[config.mk]
export PLATFORM = sky130hd
export DESIGN_NAME = run_control
export DESIGN_NICKNAME = d
export VERILOG_FILES = /design/src/rtl/q2_pkg.sv /design/src/rtl/debounce.sv /design/src/rtl/run_control.sv
export SDC_FILE = /design/constraint.sdc
export NUM_CORES = 1
export LEC_CHECK = 0
export BUFFER_PORTS_ARGS = -buffer_cell sky130_fd_sc_hd__buf_2
export CAP_MARGIN = 20
export CORE_MARGIN = 1
export CORE_UTILIZATION = 55
export DETAILED_ROUTE_END_ITERATION = 10
export GPL_ROUTABILITY_DRIVEN = 0
export PLACE_DENSITY = 0.77
export SYNTH_ARGS = -nofsm -noshare
export SYNTH_HDL_FRONTEND = slang
export SYNTH_SLANG_ARGS = --single-unit
[constraint.sdc]
create_clock -name clk -period 5.5 [get_ports clk]
set_clock_uncertainty 0.15 [all_clocks]
set_input_delay 1.1 -clock clk [delete_from_list [all_inputs] [get_ports clk]]
set_output_delay 1.1 -clock clk [all_outputs]
set_load 0.01 [all_outputs]
[src/rtl/q2_pkg.sv]
// -----------------------------------------------------------------------------
// q2_pkg
// Shared types and parameter defaults for the run_control block.
//   run_state_t             : control FSM states
//   DEFAULT_DEBOUNCE_CYCLES : consecutive identical samples to accept a level
//   DEFAULT_STEP_CLOCKS     : clk cycles run by one single step (one cdiv period)
// -----------------------------------------------------------------------------
package q2_pkg;

   typedef enum logic [1:0] {
      ST_STOPPED = 2'd0,
      ST_RUN     = 2'd1,
      ST_STEP    = 2'd2,
      ST_HALTED  = 2'd3
   } run_state_t;

   localparam int DEFAULT_DEBOUNCE_CYCLES = 4;
   localparam int DEFAULT_STEP_CLOCKS     = 2;

   // RUN and STEP are the states in which the oscillator is released.
   function automatic logic is_active(run_state_t s);
      return (s == ST_RUN) || (s == ST_STEP);
   endfunction

endpackage

[src/rtl/debounce.sv]
// -----------------------------------------------------------------------------
// debounce
// Two-flop synchronizer, level debouncer and rising-edge detector for one raw
// push button.
//   clk      : system clock
//   nreset   : synchronous active-low reset
//   btn_i    : raw button, active-high, asynchronous to clk
//   press_o  : one-clk pulse on each accepted (debounced) press
// -----------------------------------------------------------------------------
module debounce
   import q2_pkg::*;
#(
   parameter int DEBOUNCE_CYCLES = DEFAULT_DEBOUNCE_CYCLES
) (
   input  logic clk,
   input  logic nreset,
   input  logic btn_i,
   output logic press_o
);

   localparam int CW = (DEBOUNCE_CYCLES > 1) ? $clog2(DEBOUNCE_CYCLES) : 1;
   localparam logic [CW-1:0] CNT_LAST = CW'(DEBOUNCE_CYCLES - 1);

   logic          meta_q, sync_q;
   logic          level_q, level_d;
   logic          armed_q, armed_d;
   logic          press_q, press_d;
   logic [CW-1:0] cnt_q, cnt_d;

   // NOTE: sequential state uses non-blocking assignments only, so every flop
   // samples the pre-edge value of every other flop regardless of order.
   always_ff @(posedge clk) begin
      if (!nreset) begin
         // The synchronizer presets to "pressed" so a button held through
         // reset can never look like a fresh release-then-press. The
         // debounced level itself starts released.
         meta_q  <= 1'b1;
         sync_q  <= 1'b1;
         level_q <= 1'b0;
         armed_q <= 1'b0;
         press_q <= 1'b0;
         cnt_q   <= '0;
      end else begin
         meta_q  <= btn_i;
         sync_q  <= meta_q;
         level_q <= level_d;
         armed_q <= armed_d;
         press_q <= press_d;
         cnt_q   <= cnt_d;
      end
   end

   // NOTE: every signal written here gets a default first; a path that left
   // one unassigned would infer a latch.
   always_comb begin
      level_d = level_q;
      armed_d = armed_q;
      press_d = 1'b0;
      cnt_d   = '0;
      if (!armed_q) begin
         // After reset, presses are reported only once the button has been
         // seen released for a full debounce window.
         if (!sync_q) begin
            if (cnt_q == CNT_LAST) armed_d = 1'b1;
            else                   cnt_d   = cnt_q + 1'b1;
         end
      end else if (sync_q != level_q) begin
         if (cnt_q == CNT_LAST) begin
            level_d = sync_q;
            press_d = sync_q;
         end else begin
            cnt_d = cnt_q + 1'b1;
         end
      end
   end

   assign press_o = press_q;

endmodule

[src/rtl/run_control.sv]
// -----------------------------------------------------------------------------
// run_control
// Front-panel run/stop/single-step controller for a CPU clock oscillator.
//   clk        : system clock (only clock)
//   nreset     : synchronous active-low reset
//   btn_start  : raw run button, active-high, asynchronous
//   btn_stop   : raw stop button, active-high, asynchronous
//   btn_step   : raw single-step button, active-high, asynchronous
//   halt       : CPU halt request, synchronous, active-high
//   nstart     : one-clk active-low start pulse on entry to RUN or STEP
//   nstop      : active-low stop level, low in STOPPED and HALTED
//   cdiv/ncdiv : clock-divide phase and its complement
//   running    : high in RUN and STEP
//   cycle_count: (RUN_CONTROL_CYCLE_COUNT_EN only) 16-bit count of clk cycles
//                with nstop high, wrapping
// Optional feature macro: RUN_CONTROL_CYCLE_COUNT_EN
// -----------------------------------------------------------------------------
module run_control
   import q2_pkg::*;
#(
   parameter int DEBOUNCE_CYCLES = DEFAULT_DEBOUNCE_CYCLES,
   parameter int STEP_CLOCKS     = DEFAULT_STEP_CLOCKS
) (
   input  logic        clk,
   input  logic        nreset,
   input  logic        btn_start,
   input  logic        btn_stop,
   input  logic        btn_step,
   input  logic        halt,
   output logic        nstart,
   output logic        nstop,
   output logic        cdiv,
   output logic        ncdiv,
   output logic        running
`ifdef RUN_CONTROL_CYCLE_COUNT_EN
   ,
   output logic [15:0] cycle_count
`endif
);

   localparam int SCW = $clog2(STEP_CLOCKS + 1);
   localparam logic [SCW-1:0] STEP_LOAD = SCW'(STEP_CLOCKS);

   logic start_p, stop_p, step_p;

   run_state_t     state_q, state_d;
   logic [SCW-1:0] step_cnt_q, step_cnt_d;
   logic           nstart_q, nstart_d;
   logic           nstop_q, nstop_d;
   logic           cdiv_q, cdiv_d;
   logic           entry_cdiv_q, entry_cdiv_d;

   debounce #(.DEBOUNCE_CYCLES(DEBOUNCE_CYCLES)) u_db_start (
      .clk(clk), .nreset(nreset), .btn_i(btn_start), .press_o(start_p));
   debounce #(.DEBOUNCE_CYCLES(DEBOUNCE_CYCLES)) u_db_stop (
      .clk(clk), .nreset(nreset), .btn_i(btn_stop), .press_o(stop_p));
   debounce #(.DEBOUNCE_CYCLES(DEBOUNCE_CYCLES)) u_db_step (
      .clk(clk), .nreset(nreset), .btn_i(btn_step), .press_o(step_p));

   always_ff @(posedge clk) begin
      if (!nreset) begin
         state_q      <= ST_STOPPED;
         step_cnt_q   <= '0;
         nstart_q     <= 1'b1;
         nstop_q      <= 1'b0;
         cdiv_q       <= 1'b0;
         entry_cdiv_q <= 1'b0;
      end else begin
         state_q      <= state_d;
         step_cnt_q   <= step_cnt_d;
         nstart_q     <= nstart_d;
         nstop_q      <= nstop_d;
         cdiv_q       <= cdiv_d;
         entry_cdiv_q <= entry_cdiv_d;
      end
   end

   always_comb begin
      state_d      = state_q;
      step_cnt_d   = step_cnt_q;
      entry_cdiv_d = entry_cdiv_q;
      cdiv_d       = cdiv_q ^ nstop_q;

      // halt beats every press; among presses stop > step > start.
      unique case (state_q)
         ST_STOPPED: begin
            if (!halt && !stop_p) begin
               if (step_p)       state_d = ST_STEP;
               else if (start_p) state_d = ST_RUN;
            end
         end
         ST_RUN: begin
            if (halt)        state_d = ST_HALTED;
            else if (stop_p) state_d = ST_STOPPED;
         end
         ST_STEP: begin
            if (halt)                                   state_d    = ST_HALTED;
            else if (stop_p || step_cnt_q <= SCW'(1))   state_d    = ST_STOPPED;
            else                                        step_cnt_d = step_cnt_q - 1'b1;
         end
         ST_HALTED: begin
            // Leaving HALTED only clears the halt; a second press is
            // needed to run again.
            if (!halt && !stop_p && (start_p || step_p)) state_d = ST_STOPPED;
         end
         default: state_d = ST_STOPPED;
      endcase

      if (state_d == ST_STEP && state_q != ST_STEP) begin
         step_cnt_d   = STEP_LOAD;
         entry_cdiv_d = cdiv_q;
      end
      // A step, completed or aborted, always leaves cdiv where it started.
      if (state_q == ST_STEP && state_d != ST_STEP) begin
         step_cnt_d = '0;
         cdiv_d     = entry_cdiv_q;
      end

      nstart_d = !(is_active(state_d) && !is_active(state_q));
      nstop_d  = is_active(state_d);
   end

   assign nstart  = nstart_q;
   assign nstop   = nstop_q;
   assign cdiv    = cdiv_q;
   assign ncdiv   = ~cdiv_q;
   assign running = is_active(state_q);

`ifdef RUN_CONTROL_CYCLE_COUNT_EN
   logic [15:0] cycle_cnt_q;

   always_ff @(posedge clk) begin
      if (!nreset) cycle_cnt_q <= '0;
      else         cycle_cnt_q <= cycle_cnt_q + {15'd0, nstop_q};
   end

   assign cycle_count = cycle_cnt_q;
`endif

endmodule

---- After elaboration in Yosys (flattened, before gate mapping) ----
Index checks and enable logic that the tools add are counted.
word-level totals
  flip-flop bits (word level) ............. 29
  input port bits ......................... 6
  output and inout port bits .............. 5
  logic and storage cells ................. 110
cells by class
  $add $sub $neg .......................... 4
  magnitude comparators ................... 1
  equal/unequal tests ..................... 15
  multiplexer cells ....................... 35
  bitwise gates (word level) .............. 5
  reduce and logical (&&, ||, !) cells .... 25
operator list
  operator             number
  $mux 2               24
  $reduce_and 3->1     5
  $eq 2x2->1 const B   6
  $reduce_and 4->1     3
  $mux 1               10
  $pmux 2 s4           1
  $add 2x1->2 const B  3
  $logic_and 1x1->1    5
  $eq 2x1->1 const B   2
  $logic_not 1->1      4
  $logic_or 1x1->1     4
  $ne 2x1->1 const B   2
  $ne 2x2->1 const B   2
  $not 1->1            4
  $ne 1x1->1           3
  $reduce_or 3->1      1
  $le 2x1->1 const B   1
  $logic_not 2->1      1
  $reduce_bool 2->1    1
  $reduce_or 2->1      1
  $sub 2x1->2 const B  1
  $xor 1x1->1          1

---- Longest topological paths before layout ----
Gate-level depths: netlist of run 1.
  word-level depth ........................ 9
  depth in mapped cells ................... 11
  gate-level depth less buffers ........... 11

---- Modules after synthesis ----
A second synthesis of run 1 with hierarchy kept.
second synthesis, totals
  cells, all modules ...................... 124
  area, all modules ....................... 1204.9 sq um
modules (own cells, without submodules)
  module       instances  cells an instance  area each (sq um)  seq. area each (sq um)
  debounce     3          23                 246.5              140.1
  run_control  1          55                 465.4              160.2

---- Worst setup path after synthesis of run 1 ----
Ideal clock, no wire load.
  path type ............................... in2reg
  from .................................... in halt
  to ...................................... reg entry_cdiv_q
  setup time .............................. 0.128 ns
  arrival time ............................ 2.521 ns
  required time ........................... 5.222 ns
  slack ................................... 2.701 ns
  stages on the path ...................... 8
  buffers on the path ..................... 0
  path through ............................ or2_0 -> o21a_1 -> o211ai_1 -> and3_1 -> ha_1 -> nor2b_1 -> mux2i_1 -> nor2_1
between the ends
  word-level cells in the longest chain between the ends .. 7
  elaborated cells on any way between the ends .. 10
  classes of those cells .................. eq/ne: 1; mux: 5; reduce/logical: 4
ends and longest elaborated chain
  what                    RTL line                               text
  start: declaration      run_control.sv:29                      input logic halt,
  $logic_not 1->1         run_control.sv:87, run_control.sv:104
  $logic_and 1x1->1       run_control.sv:87, run_control.sv:104
  $logic_and 1x1->1       run_control.sv:104                     if (!halt && !stop_p && (start_p || step_p)) state_d = ST_STOPPED;
  $mux 2                  run_control.sv:104
  $pmux 2 s4 (*)          run_control.sv:85                      unique case (state_q)
  $eq 2x2->1 (*)          run_control.sv:109                     if (state_d == ST_STEP && state_q != ST_STEP) begin
  $logic_and 1x1->1 (*)   run_control.sv:109
  end signal: assignment  run_control.sv:74                      entry_cdiv_q <= entry_cdiv_d;
  end: declaration        run_control.sv:51                      logic entry_cdiv_q, entry_cdiv_d;
Mark *: on every way between the ends. The rest lies on a longest branch, timed or not.
A chain may end at the register's enable or synchronous reset.

---- Worst setup path in the final report of run 1 ----
Ends and elaborated chain as after synthesis.

==> results of run 1 <==
[worst min-delay path by stage]
stage,endpoint,cells past startpoint
4_1_cts,u_db_stop.sync_q$_SDFF_PN1_,1
6_report,u_db_stop.sync_q$_SDFF_PN1_,1
3_3_place_gp,u_db_start.sync_q$_SDFF_PN1_,1
2_1_floorplan,u_db_start.sync_q$_SDFF_PN1_,1
5_1_grt,u_db_stop.sync_q$_SDFF_PN1_,1
3_5_place_dp,u_db_stop.sync_q$_SDFF_PN1_,1
[metal layers]
layer,vias to the layer above,global-route usage [%]
met1,401,21.35
met4,0,14.44
met5,-,0
li1,457,-
met3,4,8.302
met2,15,31.62
[sequential cells by signal, summed over array words and instances, names as in the netlist, 2 cells and up]
register,count
u_db_step.cnt_q,2
step_cnt_q,2
state_q,2
u_db_start.cnt_q,2
u_db_stop.cnt_q,2
[kinds of logic after synthesis]
| logic type | Yosys count | synth area share, % |
|---|---|---|
| muxes | 1 | 0.8575 |
| buffers and inverters | 11 | 3.537 |
| adders and majority gates | 8 | 8.575 |
| xor gates and xnor gates | 4 | 3.001 |
| and+or+nand+nor | 50 | 21.54 |
| DFF | 29 | 49.73 |
| AOI/OAI and AO/OA | 23 | 12.75 |
[synthesized netlist by cell type]
cell      number
ha_1           8
nand2b_1       6
a21oi_1       11
nand2_1       11
and3_1         4
xnor2_1        4
or2_0          1
mux2i_1        1
a211o_1        1
and2_1         1
clkbuf_1       2
o21a_1         2
o311ai_2       1
or3_1          1
nor2b_1        4
o211ai_1       2
o311a_1        1
nor2_1         9
nor2_2         1
inv_1          9
nor4_1         3
dfxtp_1       29
a21boi_0       1
a31oi_1        1
nor3_1         3
nand3_1        6
o21ai_0        3
[worst max-delay path, cell delays in order]
cell	delay [ps]
buf_2	120
or2_0	230
o21a_1	220
o211ai_1	210
and3_1	180
ha_1	230
nor2b_1	230
mux2i_1	210
nor2_1	50
[power breakdown]
part	switching, mW	internal (mW)	leakage [nW]
Combinational	0.00614	0.00387	0.289
Sequential	0.00133	0.212	0.235
Clock	0.0694	0.0740	0.0413
[final cells by class]
cell class              instances  share of cell area, %
inverters                       9                  2.571
clock buffers                   7                  4.952
well taps                      27                  2.571
multi-input cells              86                  41.52
clock inverters                 1                 0.3810
repair buffers                 10                  3.810
flip-flops and latches         29                  44.19
[layout by cell type (no fill, tap or decap), types with 4 or more instances in the layout]
cell type / netlist / layout
nand2b_1: 6 / 6
inv_1: 9 / 9
xnor2_1: 4 / 4
a21oi_1: 11 / 11
nor2_1: 9 / 9
buf_2: 0 / 10
ha_1: 8 / 8
and3_1: 4 / 4
nor2b_1: 4 / 4
nand2_1: 11 / 11
clkbuf_4: 0 / 5
dfxtp_1: 29 / 29
nand3_1: 6 / 6
==> results.py, run 1 <==
metrics = {
    "status": {
        "status": "finished, final reports clean",
    },
    "clocking": {
        "h-tree-depth": 2,
        "cts_buffer_depth": 2,
        "clk_latency_ps": 320,
        "cts_buffers": 5,
        "cts-root-buf": "clkbuf_4",
        "cts_hold_buf": 0,
        "cts-resized-gates": 0,
        "clock-sinks": 29,
        "cts_tree": "yes",
        "post-cts-setup-buffer-count": 0,
        "clk_pin_slew_ps": 90,
    },
    "timing": {
        "hold_viol": 0,
        "rsz0062_at_grt": "false",
        "tightest_slew_ps": 461.3,
        "holdWs_ps": 267.4,
        "max_freq_mhz": 366.2,
        "post-route-period-util_pct": 49.65,
        "setup_slack_ps": 2769,
        "drv_slew": 0,
        "final-setup-viol-count": 0,
        "fin_setup_tns_ps": 0,
        "min_period_ps": 2731,
        "slew_headroom_pct": 69.21,
    },
    "synth": {
        "ys_ff_latch": 29,
        "synthCells": 126,
        "synth_area_leaders": "dfxtp_1 (50%), ha_1 (8.6%), a21oi_1 (4.7%), nand2_1 (3.5%), nand2b_1 (3.2%)",
        "synth_area_leader_cell": "dfxtp_1",
        "synth_top_cell_area_share_pct": 49.73,
        "syn_area_mm2": 0.001167,
        "ys_types": 27,
        "yosys_warnings": 0,
        "syn-num-nets": 140,
        "synth.avg_cell_area_um2": 9.265,
        "ys_seq_area_share_pct": 49.73,
    },
    "routing": {
        "postRouteAntennaNets": 0,
        "dr_wl_met3_um": 67,
        "route.detailed.drc": 0,
        "dr_total_vias": 877,
        "routedWlPerCell_um": 11.41,
        "dr_wl_met2_um": 926,
        "highest_layer": "met4",
        "met1Wirelength_um": 901,
        "via_per_inst": 5.189,
        "dr.pass1.iters": 4,
        "drt_iter0_markers": 16,
        "routed_wl_um": 1928,
    },
    "worst_setup_path": {
        "endpoint_kind": "register",
        "path_class": "in -> reg",
        "rrSetupSlack_ps": 3070,
        "startpoint": "halt",
        "reg2regPathDepth": 10,
        "required_ps": 5550,
        "r2r_end": "entry_cdiv_q$_SDFFE_PN0P_",
        "r2r-start": "state_q[0]$_SDFF_PN0_",
        "path_max_fanout": 6,
        "worstPathArrival_ps": 2780,
        "endpoint": "entry_cdiv_q$_SDFFE_PN0P_",
        "startpoint_type": "input pin",
    },
    "grt": {
        "grt_start_max_net_pins": 16,
        "antenna_found_initial": 0,
        "track_usage_pct": 19.98,
        "grt_pass1_wl_um": 3008,
        "grt_pass1_vias": 780,
        "gr-total-overflow": 0,
    },
    "final_layout": {
        "fin_nets": 155,
        "diodes": 0,
        "fillCellCount": 152,
        "seqCellArea_um2": 580.6,
        "utilization_pct": 66.29,
        "final_cells": 169,
        "drive_above_1_share_pct": 14.08,
        "multi_input_comb_area_um2": 545.5,
        "syn_to_final_growth_pct": 12.54,
        "design_area_mm2": 0.001314,
    },
    "power_and_ir_drop": {
        "power.leakage_nw": 0.5655,
        "p_total_mw": 0.3672,
        "power_density_mw_per_mm2": 279.5,
        "ir_drop_v": 0.0002346,
    },
    "placement": {
        "dp_slack_ps": 2437,
        "dpl.cell_count": 161,
        "dpl-instance-area_mm2": 0.001244,
        "dpl.hpwl_um": 1420,
        "port_buffers": 10,
    },
    "floorplan": {
        "core_area_mm2": 0.001982,
        "initial_utilization_pct": 58.90,
        "die_h_um": 48.07,
        "rows": 16,
        "dieArea_mm2": 0.002311,
        "boundaryPins": 11,
        "die_x_um": 48.07,
    },
    "hold_path": {
        "hp-start": "u_db_stop.meta_q$_SDFF_PN1_",
        "hold_class": "reg -> reg",
    },
    "job": {
        "max_cap_violations": 0,
    },
}
(Power assumes the default switching activity.)
==> run 2: changes to the inputs <==
clock period = 2.8 ns   (was 5.5 ns; I/O delays follow)
==> results.py, run 2 (synthesis results as in run 1) <==
metrics = {
    "floorplan": {
        "rows": 16,
        "dieArea_mm2": 0.002311,
        "core_area_mm2": 0.001982,
        "die_x_um": 48.07,
        "die_h_um": 48.07,
        "initial_utilization_pct": 58.90,
        "boundaryPins": 11,
    },
    "grt": {
        "grt_pass1_wl_um": 2849,
        "gr-total-overflow": 0,
        "grt_pass1_vias": 749,
        "grt_start_max_net_pins": 16,
        "antenna_found_initial": 0,
        "track_usage_pct": 18.94,
    },
    "clocking": {
        "clock-sinks": 29,
        "clk_latency_ps": 320,
        "post-cts-setup-buffer-count": 0,
        "cts_buffer_depth": 2,
        "cts_tree": "yes",
        "clk_pin_slew_ps": 90,
        "cts_hold_buf": 0,
        "h-tree-depth": 2,
        "cts-root-buf": "clkbuf_4",
        "cts_buffers": 5,
        "cts-resized-gates": 0,
    },
    "final_layout": {
        "multi_input_comb_area_um2": 545.5,
        "final_cells": 169,
        "utilization_pct": 67.05,
        "drive_above_1_share_pct": 13.38,
        "final_cell_mix": "dfxtp_1 (29), a21oi_1 (11), nand2_1 (11), buf_2 (10)",
        "fillCellCount": 165,
        "seqCellArea_um2": 580.6,
        "diodes": 0,
        "syn_to_final_growth_pct": 13.83,
        "fin_nets": 155,
        "final_common_cell": "dfxtp_1",
    },
    "worst_setup_path": {
        "path_class": "reg -> reg",
        "path_cells": "inv_1 -> ha_1 -> a21oi_1 -> nor2_1 -> o211ai_1 -> and3_1 -> ha_1 -> nor2b_1 -> mux2i_1 -> nor2_1",
        "worstPathArrival_ps": 2440,
        "path_max_fanout": 7,
        "critPathMaxStageDelay_ps": 420,
        "startpoint_type": "register",
        "required_ps": 2850,
        "endpoint_kind": "register",
        "crit_slowest_cell": "dfxtp_1",
    },
    "timing": {
        "slew_headroom_pct": 68.48,
        "tightest_slew_ps": 472.3,
        "hold_viol": 0,
        "drv_slew": 0,
        "post-route-period-util_pct": 85.39,
        "min_period_ps": 2391,
        "setup_slack_ps": 409.0,
        "max_freq_mhz": 418.2,
        "fin_setup_tns_ps": 0,
        "final-setup-viol-count": 0,
        "rsz0062_at_grt": "false",
    },
    "placement": {
        "dpl.cell_count": 161,
        "dpl.hpwl_um": 1362,
        "port_buffers": 10,
        "dp_slack_ps": 294.5,
    },
    "power_and_ir_drop": {
        "ir_drop_v": 0.0004136,
        "power_density_mw_per_mm2": 592.3,
        "power.leakage_nw": 0.5697,
        "p_total_mw": 0.7870,
    },
    "routing": {
        "routed_wl_um": 1898,
        "dr_total_vias": 872,
        "dr.pass1.iters": 4,
        "via_per_inst": 5.160,
        "drt_iter0_markers": 24,
        "routedWlPerCell_um": 11.23,
        "route.detailed.drc": 0,
        "postRouteAntennaNets": 0,
    },
    "status": {
        "status": "finished, final reports clean",
    },
    "job": {
        "max_cap_violations": 0,
    },
    "hold_path": {
        "hold_class": "reg -> reg",
    },
}
==> run 2: changes by cell type in the layout (fill, tap and decap cells not counted) <==
cell / delta
clkbuf_8: -1
clkbuf_1: +1
bufinv_16: +1
clkinv_2: -1
==> run 2: layer usage <==
metal | GRT usage (%) | share of wire [%] | up-vias
met4 | 13.89 | 2.1 | 0
met2 | 28.38 | 44 | 15
met1 | 21.25 | 50 | 396
li1 | - | - | 457
met3 | 8.302 | 4.1 | 4
met5 | 0 | 0 | -
==> run 2: where the power goes <==
part | switching (mW) | internal (mW) | leakage [nW]
combinational | 0.0118 | 0.00762 | 0.289
sequential | 0.00258 | 0.417 | 0.235
clock | 0.134 | 0.213 | 0.0455
==> run 2: worst paths after layout <==
| kind | startpoint | end | slack [ps] | cells past startpoint |
|---|---|---|---|---|
| worst min-delay path | u_db_start.meta_q$_SDFF_PN1_ | u_db_start.sync_q$_SDFF_PN1_ | 270 | 1 |
| worst max-delay path | state_q[0]$_SDFF_PN0_ | entry_cdiv_q$_SDFFE_PN0P_ | 410 | 10 |
| worst max register to register | state_q[0]$_SDFF_PN0_ | entry_cdiv_q$_SDFFE_PN0P_ | 410 | 10 |
| worst min register to register | u_db_start.meta_q$_SDFF_PN1_ | u_db_start.sync_q$_SDFF_PN1_ | 270 | 1 |
==> run 2: layout make-up <==
type                    instances  area share [%]
clock buffers                   7           4.143
clock inverters                 1           2.260
inverters                       9           2.542
multi-input cells              86           41.05
flip-flops and latches         29           43.69
well taps                      27           2.542
repair buffers                 10           3.766
==> run 2: worst max-delay path: cells and delay by family (launching register included) <==
kind | cells | cell delay, ps
and+or+nand+nor | 4 | 540
adders and majority gates | 2 | 520
DFF | 1 | 420
AOI/OAI and AO/OA | 2 | 360
muxes | 1 | 210
buffers and inverters | 1 | 90
==> run 2: stage by stage <==
step	area, um^2	hold slack [ps]
after floorplan	1167	236.3
after global placement	1244	240.6
after detailed placement	1244	250.4
after CTS	1329	256.4
after global routing	1329	250.9
final	1329	269.5
==> run 3: changes to the inputs <==
CORE_ASPECT_RATIO = 0.8   (was unset)
==> results.py, run 3 (synthesis results as in run 1) <==
metrics = {
    "final_layout": {
        "fin_nets": 155,
        "drive_above_1_share_pct": 14.08,
        "final_cell_mix": "dfxtp_1 (29), a21oi_1 (11), nand2_1 (11), buf_2 (10)",
        "diodes": 0,
        "syn_to_final_growth_pct": 13.83,
        "utilization_pct": 68.34,
        "final_common_cell": "dfxtp_1",
        "fillCellCount": 161,
    },
    "timing": {
        "hold_viol": 0,
        "rsz0062_at_grt": "false",
        "slew_headroom_pct": 70.73,
        "fin_setup_tns_ps": 0,
        "drv_slew": 0,
        "max_freq_mhz": 412.2,
        "post-route-period-util_pct": 86.64,
        "min_period_ps": 2426,
        "final-setup-viol-count": 0,
        "tightest_slew_ps": 438.6,
    },
    "routing": {
        "dr_total_vias": 880,
        "drt_iter0_markers": 15,
        "routedWlPerCell_um": 11.92,
        "routed_wl_um": 1978,
        "via_per_inst": 5.301,
        "dr.pass1.iters": 4,
        "route.detailed.drc": 0,
        "postRouteAntennaNets": 0,
    },
    "power_and_ir_drop": {
        "ir_drop_v": 0.0005071,
        "power.leakage_nw": 0.5687,
        "power_density_mw_per_mm2": 599.9,
        "p_total_mw": 0.7972,
    },
    "grt": {
        "gr-total-overflow": 0,
        "grt_start_max_net_pins": 16,
        "antenna_found_initial": 0,
        "grt_pass1_wl_um": 3381,
        "track_usage_pct": 21.39,
        "grt_pass1_vias": 816,
    },
    "placement": {
        "dpl.hpwl_um": 1423,
        "port_buffers": 10,
    },
    "worst_setup_path": {
        "startpoint_type": "register",
        "path_class": "reg -> reg",
        "endpoint_kind": "register",
        "path_max_fanout": 7,
        "r2r_end": "entry_cdiv_q$_SDFFE_PN0P_",
        "endpoint": "entry_cdiv_q$_SDFFE_PN0P_",
        "startpoint": "state_q[0]$_SDFF_PN0_",
        "r2r-start": "state_q[0]$_SDFF_PN0_",
        "worstPathArrival_ps": 2480,
        "rrSetupSlack_ps": 370,
        "reg2regPathDepth": 10,
        "required_ps": 2850,
    },
    "clocking": {
        "cts_hold_buf": 0,
        "cts-root-buf": "clkbuf_4",
        "clock-sinks": 29,
        "cts_buffer_depth": 2,
        "cts-resized-gates": 0,
        "h-tree-depth": 2,
        "post-cts-setup-buffer-count": 0,
        "cts_tree": "yes",
        "clk_pin_slew_ps": 90,
        "clk_latency_ps": 320,
        "cts_buffers": 5,
    },
    "floorplan": {
        "core_area_mm2": 0.001944,
        "dieArea_mm2": 0.002312,
        "boundaryPins": 11,
        "rows": 14,
        "die_h_um": 43.21,
        "initial_utilization_pct": 60.04,
        "die_x_um": 53.51,
    },
    "hold_path": {
        "hold_class": "in -> reg",
    },
    "status": {
        "status": "finished, final reports clean",
    },
    "job": {
        "max_cap_violations": 0,
    },
}
## run 3: worst min path at each step
stage,startpoint,endpoint,cells after the start
global route,btn_stop,u_db_stop.meta_q$_SDFF_PN1_,2
finish,btn_stop,u_db_stop.meta_q$_SDFF_PN1_,2
floorplan,u_db_start.meta_q$_SDFF_PN1_,u_db_start.sync_q$_SDFF_PN1_,1
detailed placement,u_db_start.meta_q$_SDFF_PN1_,u_db_start.sync_q$_SDFF_PN1_,1
CTS,btn_stop,u_db_stop.meta_q$_SDFF_PN1_,2
global placement,u_db_start.meta_q$_SDFF_PN1_,u_db_start.sync_q$_SDFF_PN1_,1
## run 3: layout make-up
cell class	instances	area, um^2	share of cell area (%)
Tap cell	24	30.03	2.260
Clock inverter	2	37.54	2.825
Sequential cell	29	580.6	43.69
Multi-Input combinational cell	86	545.5	41.05
Timing Repair Buffer	10	50.05	3.766
Clock buffer	6	51.30	3.861
Inverter	9	33.78	2.542
## run 3: report_power, final
| group | leakage [nW] | switching, mW | total [mW] | internal [mW] |
|---|---|---|---|---|
| clock network | 0.0445 | 0.145 | 0.357 | 0.212 |
| logic | 0.289 | 0.0119 | 0.0195 | 0.00761 |
| registers | 0.235 | 0.00272 | 0.420 | 0.417 |
| total | 0.569 | 0.160 | 0.797 | 0.637 |
## run 3: critical path, cell delays in order (launching register included)
cell      delay [ps]
dfxtp_1          430
inv_1             90
ha_1             280
a21oi_1          180
nor2_1            90
o211ai_1         190
and3_1           190
ha_1             230
nor2b_1          230
mux2i_1          200
nor2_1            50
## run 3: through the flow
stage	area, um^2	instances	hold slack, ps	setup WS, ps
6_report	1329	166	261.5	374.1
5_1_grt	1329	166	244.1	198.3
4_1_cts	1329	166	240.5	398.2
3_5_place_dp	1240	158	242.8	282.6
3_3_place_gp	1240	158	238.1	343.6
2_1_floorplan	1167	126	236.3	541.2
## run 3: per-layer routing
layer / vias up / routed length [um] / GRT usage, %
met5: - / 0 / 0
met3: 4 / 58 / 9.677
met1: 402 / 1011 / 25.56
met2: 10 / 891 / 31.75
li1: 464 / - / -
met4: 0 / 17 / 11.05
